$ cat config.mk
export PLATFORM = sky130hd
export DESIGN_NAME = speed_meter
export DESIGN_NICKNAME = d
export VERILOG_FILES = /design/src/rtl/speed_meter.sv
export SDC_FILE = /design/constraint.sdc
export NUM_CORES = 1
export LEC_CHECK = 0
export ABC_CLOCK_PERIOD_IN_PS = 2100
export BUFFER_PORTS_ARGS = -buffer_cell sky130_fd_sc_hd__buf_2
export CORE_MARGIN = 8
export CORE_UTILIZATION = 53
export DETAILED_ROUTE_END_ITERATION = 7
export PLACE_DENSITY = 0.83
export RECOVER_POWER = 50
export SETUP_SLACK_MARGIN = 0.4
export SYNTH_ARGS = -nofsm -noshare
export SYNTH_HDL_FRONTEND = slang
export SYNTH_SLANG_ARGS = --single-unit
export TNS_END_PERCENT = 1
$ cat constraint.sdc
create_clock -name clk -period 2.1 [get_ports clk]
set_input_delay 0 -clock clk [delete_from_list [all_inputs] [get_ports clk]]
set_output_delay 0 -clock clk [all_outputs]
set_load 0.005 [all_outputs]
$ cat src/rtl/speed_meter.sv
// ---------------------------------------------------------------------------
// speed_meter
//
// Measures encoder speed. The raw encoder input is synchronised into the clk
// domain and then debounced. Every debounced rising edge inside a fixed gate
// window of GATE_CYCLES clocks is counted. When a window closes, the count is
// published on speed together with a one-cycle done pulse. The next window
// starts on the following cycle with no gap.
//
// Parameters
//   WIDTH_SPEED  width of speed; the count saturates at 2^WIDTH_SPEED-1
//   GATE_CYCLES  clk cycles per measurement window (>= 4)
//   SYNC_STAGES  flops in the enc_in synchroniser (>= 2)
//   FILTER_LEN   consecutive equal samples needed to change the filtered
//                level (>= 1)
//
// Ports
//   clk      in   1            system clock
//   reset_n  in   1            asynchronous reset, active-low
//   enable   in   1            run measurement; low = idle, counters clear
//   enc_in   in   1            raw encoder pulse, asynchronous to clk
//   speed    out  WIDTH_SPEED  edge count of the last completed window
//   done     out  1            1-cycle pulse: speed and ovf updated
//   ovf      out  1            last completed window saturated
// ---------------------------------------------------------------------------
module speed_meter #(
    parameter int WIDTH_SPEED = 14,
    parameter int GATE_CYCLES = 1000000,
    parameter int SYNC_STAGES = 2,
    parameter int FILTER_LEN  = 4
) (
    input  logic                   clk,
    input  logic                   reset_n,
    input  logic                   enable,
    input  logic                   enc_in,
    output logic [WIDTH_SPEED-1:0] speed,
    output logic                   done,
    output logic                   ovf
);

    localparam int GATE_W = (GATE_CYCLES > 1) ? $clog2(GATE_CYCLES) : 1;
    localparam int RUN_W  = (FILTER_LEN > 1) ? $clog2(FILTER_LEN) : 1;

    localparam logic [GATE_W-1:0]      GATE_LAST = GATE_W'(GATE_CYCLES - 1);
    localparam logic [RUN_W-1:0]       RUN_LAST  = RUN_W'(FILTER_LEN - 1);
    localparam logic [WIDTH_SPEED-1:0] SPEED_MAX = '1;

    // Parameter legality, rejected at elaboration time.
    generate
        if (GATE_CYCLES < 4) begin : g_bad_gate
            $error("speed_meter: GATE_CYCLES must be >= 4");
        end
        if (SYNC_STAGES < 2) begin : g_bad_sync
            $error("speed_meter: SYNC_STAGES must be >= 2");
        end
        if (FILTER_LEN < 1) begin : g_bad_filter
            $error("speed_meter: FILTER_LEN must be >= 1");
        end
    endgenerate

    typedef enum logic {
        IDLE = 1'b0,
        RUN  = 1'b1
    } state_t;

    // Input path state
    logic [SYNC_STAGES-1:0] sync_q, sync_d;
    logic                   synced;
    logic                   filt_q, filt_d;
    logic [RUN_W-1:0]       run_q, run_d;
    logic                   rise_q, rise_d;

    // Measurement state
    state_t                 state_q, state_d;
    logic [GATE_W-1:0]      gate_cnt_q, gate_cnt_d;
    logic [WIDTH_SPEED-1:0] pulse_cnt_q, pulse_cnt_d;
    logic                   sat_q, sat_d;
    logic [WIDTH_SPEED-1:0] speed_q, speed_d;
    logic                   done_q, done_d;
    logic                   ovf_q, ovf_d;

    logic                   terminal;
    logic                   at_max;

    // -----------------------------------------------------------------------
    // Synchroniser: enc_in shifts in at bit 0, the oldest sample is used.
    // -----------------------------------------------------------------------
    always_comb begin
        sync_d = {sync_q[SYNC_STAGES-2:0], enc_in};
    end

    assign synced = sync_q[SYNC_STAGES-1];

    // -----------------------------------------------------------------------
    // Debounce filter. run_q counts consecutive samples that disagree with
    // the filtered level; any agreeing sample clears it. When the run reaches
    // FILTER_LEN the level flips. rise_q is a registered one-cycle pulse on
    // a 0->1 flip, so it appears SYNC_STAGES+FILTER_LEN clocks after a clean
    // enc_in edge. The filter runs regardless of enable so that its state
    // is preserved across idle periods.
    // -----------------------------------------------------------------------
    always_comb begin
        filt_d = filt_q;
        run_d  = '0;
        rise_d = 1'b0;
        if (synced != filt_q) begin
            if (run_q == RUN_LAST) begin
                filt_d = ~filt_q;
                rise_d = ~filt_q;
            end else begin
                run_d = run_q + RUN_W'(1);
            end
        end
    end

    // -----------------------------------------------------------------------
    // FSM next state.
    // -----------------------------------------------------------------------
    always_comb begin
        state_d = state_q;
        case (state_q)
            IDLE: begin
                if (enable) begin
                    state_d = RUN;
                end
            end
            RUN: begin
                if (!enable) begin
                    state_d = IDLE;
                end
            end
            default: begin
                state_d = IDLE;
            end
        endcase
    end

    assign terminal = (gate_cnt_q == GATE_LAST);
    assign at_max   = (pulse_cnt_q == SPEED_MAX);

    // -----------------------------------------------------------------------
    // FSM outputs and window datapath. Counters clear by default, so idle,
    // an enable drop (which wins over a terminal cycle) and window closure
    // all restart from zero. On the terminal cycle a rise present in that
    // same cycle is folded into the published count, and an overflow caused
    // by it is reflected in ovf.
    // -----------------------------------------------------------------------
    always_comb begin
        gate_cnt_d  = '0;
        pulse_cnt_d = '0;
        sat_d       = 1'b0;
        speed_d     = speed_q;
        ovf_d       = ovf_q;
        done_d      = 1'b0;
        if ((state_q == RUN) && enable) begin
            if (terminal) begin
                if (rise_q && !at_max) begin
                    speed_d = pulse_cnt_q + WIDTH_SPEED'(1);
                end else begin
                    speed_d = pulse_cnt_q;
                end
                ovf_d  = sat_q | (rise_q & at_max);
                done_d = 1'b1;
            end else begin
                gate_cnt_d  = gate_cnt_q + GATE_W'(1);
                pulse_cnt_d = pulse_cnt_q;
                sat_d       = sat_q;
                if (rise_q) begin
                    if (at_max) begin
                        sat_d = 1'b1;
                    end else begin
                        pulse_cnt_d = pulse_cnt_q + WIDTH_SPEED'(1);
                    end
                end
            end
        end
    end

    // -----------------------------------------------------------------------
    // State register.
    // -----------------------------------------------------------------------
    always_ff @(posedge clk or negedge reset_n) begin
        if (!reset_n) begin
            sync_q      <= '0;
            filt_q      <= 1'b0;
            run_q       <= '0;
            rise_q      <= 1'b0;
            state_q     <= IDLE;
            gate_cnt_q  <= '0;
            pulse_cnt_q <= '0;
            sat_q       <= 1'b0;
            speed_q     <= '0;
            done_q      <= 1'b0;
            ovf_q       <= 1'b0;
        end else begin
            sync_q      <= sync_d;
            filt_q      <= filt_d;
            run_q       <= run_d;
            rise_q      <= rise_d;
            state_q     <= state_d;
            gate_cnt_q  <= gate_cnt_d;
            pulse_cnt_q <= pulse_cnt_d;
            sat_q       <= sat_d;
            speed_q     <= speed_d;
            done_q      <= done_d;
            ovf_q       <= ovf_d;
        end
    end

    assign speed = speed_q;
    assign done  = done_q;
    assign ovf   = ovf_q;

endmodule

==> metrics <==
pin count of the biggest net entering global routing=59; Starting Density=54.4%; Leak=1.38 nW; maximum VDD drop=544 uV; clk_skew=0.00782 ns; Post-DRT Antenna Nets=0; Fill cells=392; DR iter-0 viols=252; Pins Over Slew Limit=0; RD Place Congestion=0.921; main combinational cell family by area after synthesis=simple AND/OR/NAND/NOR gates; crit start category=flip-flop; initial antenna violation count=0; Detailed Place HPWL=4.14 mm; Ys Warns=0; Power per Cell Area=664 nW/um^2; Tot GR Track Use=17.3%; Design Power=2.21 mW; status=completed; design area=3330 sq um; Highest Clock Rate=0.518 GHz; PortBufs=19; H-tree levels=3; die area=7730 sq um; unrepaired setup endpoints after global routing=yes; root buffer cell=clkbuf_8; layout cells sized above 1=19.7%; clk slew on worst S/H paths=0.06 ns; routed wire length=6.62 mm; Worst EP arrival=2.20 ns; Crit Path Class=flip-flop to flip-flop; Worst path max stage delay=0.56 ns; post-synthesis compound-gate area fraction=14.6%; clock sinks=58; mux cell area share after synthesis=1.82%; critical path peak fanout=4; Final period util=91.9%; fin cells=400; nature of the critical path endpoint=flip-flop; Netlist cell types=39; CP dominant cell by count=or4_4; row cnt=26; Yosys top cell area share=52.9%; setup TNS=0 ns; Die X=87.9 um; aggregate global routing overflow=0; Synth top cells by count=58 x dfrtp_1, 26 x nor2_1, 24 x o21ai_0; CP Data Required Time=2.37 ns; Synth Cell Area=2740 sq um; antenna cells=0; clk_lat worst skew=0.33 ns; count of final hold-check violations=0; vias per cell=6.02; residual DRC count=0; clk buf depth=2; asr flop ratio synth=100%; number of global-route vias before repair=2,220; Die H=87.9 um; sequential element share of the synthesized area=52.9%; MaxCap Viol Count=0; Post-synth top flop=dfrtp_1; Hold WC Path Type=input pin to flip-flop; Synth Area per Inst=9.87 sq um; CTS Buf Count=9; DR WL/cell=16.6 um; post-layout minimum cycle time=1.93 ns; first-pass GRT wire length=10.3 mm; CTS tree=built; I/O Pins=20; Slowest cell on crit path=or4_4; XOR/XNOR Fraction of Synth Area=4.15%; drt pass-1 iters=6; Cell Count Post-Placement=364; syn_nets=285; NumNets Final=332; # setup viols final=0; Yosys reg bits=58; Simple-Gate Fraction of Synth Area=21.8%; placed cell area=2960 sq um; Adder-Cell Fraction of Synth Area=1.37%; max_slew headroom=5.75%; EDFF count, synth=0; Cells after Synth=278; crit-path cells=nand4_1, buf_4, or4_4, or4_4, a21oi_2; Tightest Pin Transition=1.41 ns; Area growth syn-to-layout=21.3%; Core Area=5040 sq um; routed vias=2,406; synth top area cells=dfrtp_1 53%, o21ai_0 4.4%, nor2_1 3.6%, a21oi_1 3.3%, xnor2_1 2.9%; dominant cell type by area after synthesis=dfrtp_1; cell with the most instances after synthesis=dfrtp_1
==> power by group <==
group          leakage, nW  switching (mW)  internal, mW
logic                0.491          0.0610        0.0389
registers            0.791          0.0245          1.15
clock network       0.0965           0.415         0.522
total                 1.38           0.501          1.71
==> kinds of logic after synthesis <==
group / Yosys count
muxes: 5
adders and majority gates: 3
xor gates and xnor gates: 13
buffers and inverters: 23
and+or+nand+nor: 110
AOI/OAI and AO/OA: 66
DFF: 58
==> cell usage in the layout (no fill, tap or decap), types with 8 or more instances in the layout <==
cell type	n
nand4_1	8
a21oi_1	16
inv_1	10
clkbuf_8	12
nor2_1	26
nand3_1	13
clkbuf_1	18
o21ai_0	24
dfrtp_1	53
xnor2_1	9
nor3_1	10
buf_4	26
nand2_1	15
==> flip-flops by register name, summed over array words and instances (netlist names) <==
name         count
gate_cnt_q      20
pulse_cnt_q     14
speed           14
run_q            2
sync_q           2
done             1
filt_q           1
ovf              1
rise_q           1
sat_q            1
state_q          1
==> critical path: cells and delay by family (launching register included) <==
kind | cells | cell delay [ns]
buffers and inverters | 1 | 0.19
AOI/OAI and AO/OA | 1 | 0.12
DFF | 1 | 0.39
and+or+nand+nor | 3 | 1.17
==> layer usage <==
layer | wire length [um] | track usage [%] | up-vias
met2 | 3210 | 27.2 | 89
met1 | 2920 | 21.8 | 1185
met3 | 346 | 4.50 | 18
met4 | 143 | 7.81 | 0
li1 | - | - | 1114
met5 | 0 | 0 | -
==> repair_timing <==
item / CTS / global route
endpoints found under the setup margin: 27 / 50
pin swaps: 3 / 7
hold buffers: 3 / 0
buffers inserted: 11 / 6
resized for setup: 7 / 9
hold endpoints to repair: 61 / 0
==> cell type report <==
cell class,instances,area (sq um),area share [%]
Timing Repair Buffer,49,305,9.18
Clock inverter,2,10.0,0.301
Sequential cell,58,1460,43.8
Multi-Input combinational cell,197,1260,37.8
Tap cell,70,87.6,2.63
Inverter,10,37.5,1.13
Clock buffer,14,173,5.19
==> per-stage QoR <==
stage / worst slack [ns] / hold slack (ns) / utilization, %
detailed placement: 0.163 / 0.113 / 58.7
CTS: 0.279 / 0.303 / 64.9
finish: 0.170 / 0.311 / 66.0
global route: 0.101 / 0.305 / 66.0
floorplan: 0.299 / -0.296 / -
global placement: 0.185 / 0.112 / 58.7
==> final timing paths <==
check                                    from             end  slack, ns  depth (start not counted)
worst max-delay path            gate_cnt_q[7]  gate_cnt_q[19]       0.17                          5
worst max register to register  gate_cnt_q[7]  gate_cnt_q[19]       0.17                          5
worst min register to register      sync_q[0]       sync_q[1]       0.35                          0
worst min-delay path                   enc_in       sync_q[0]       0.31                          2
min in group asynchronous             reset_n   gate_cnt_q[9]       0.61                          3
max in group asynchronous             reset_n  gate_cnt_q[11]       0.54                          3
Power figures use the tool's default switching activity.
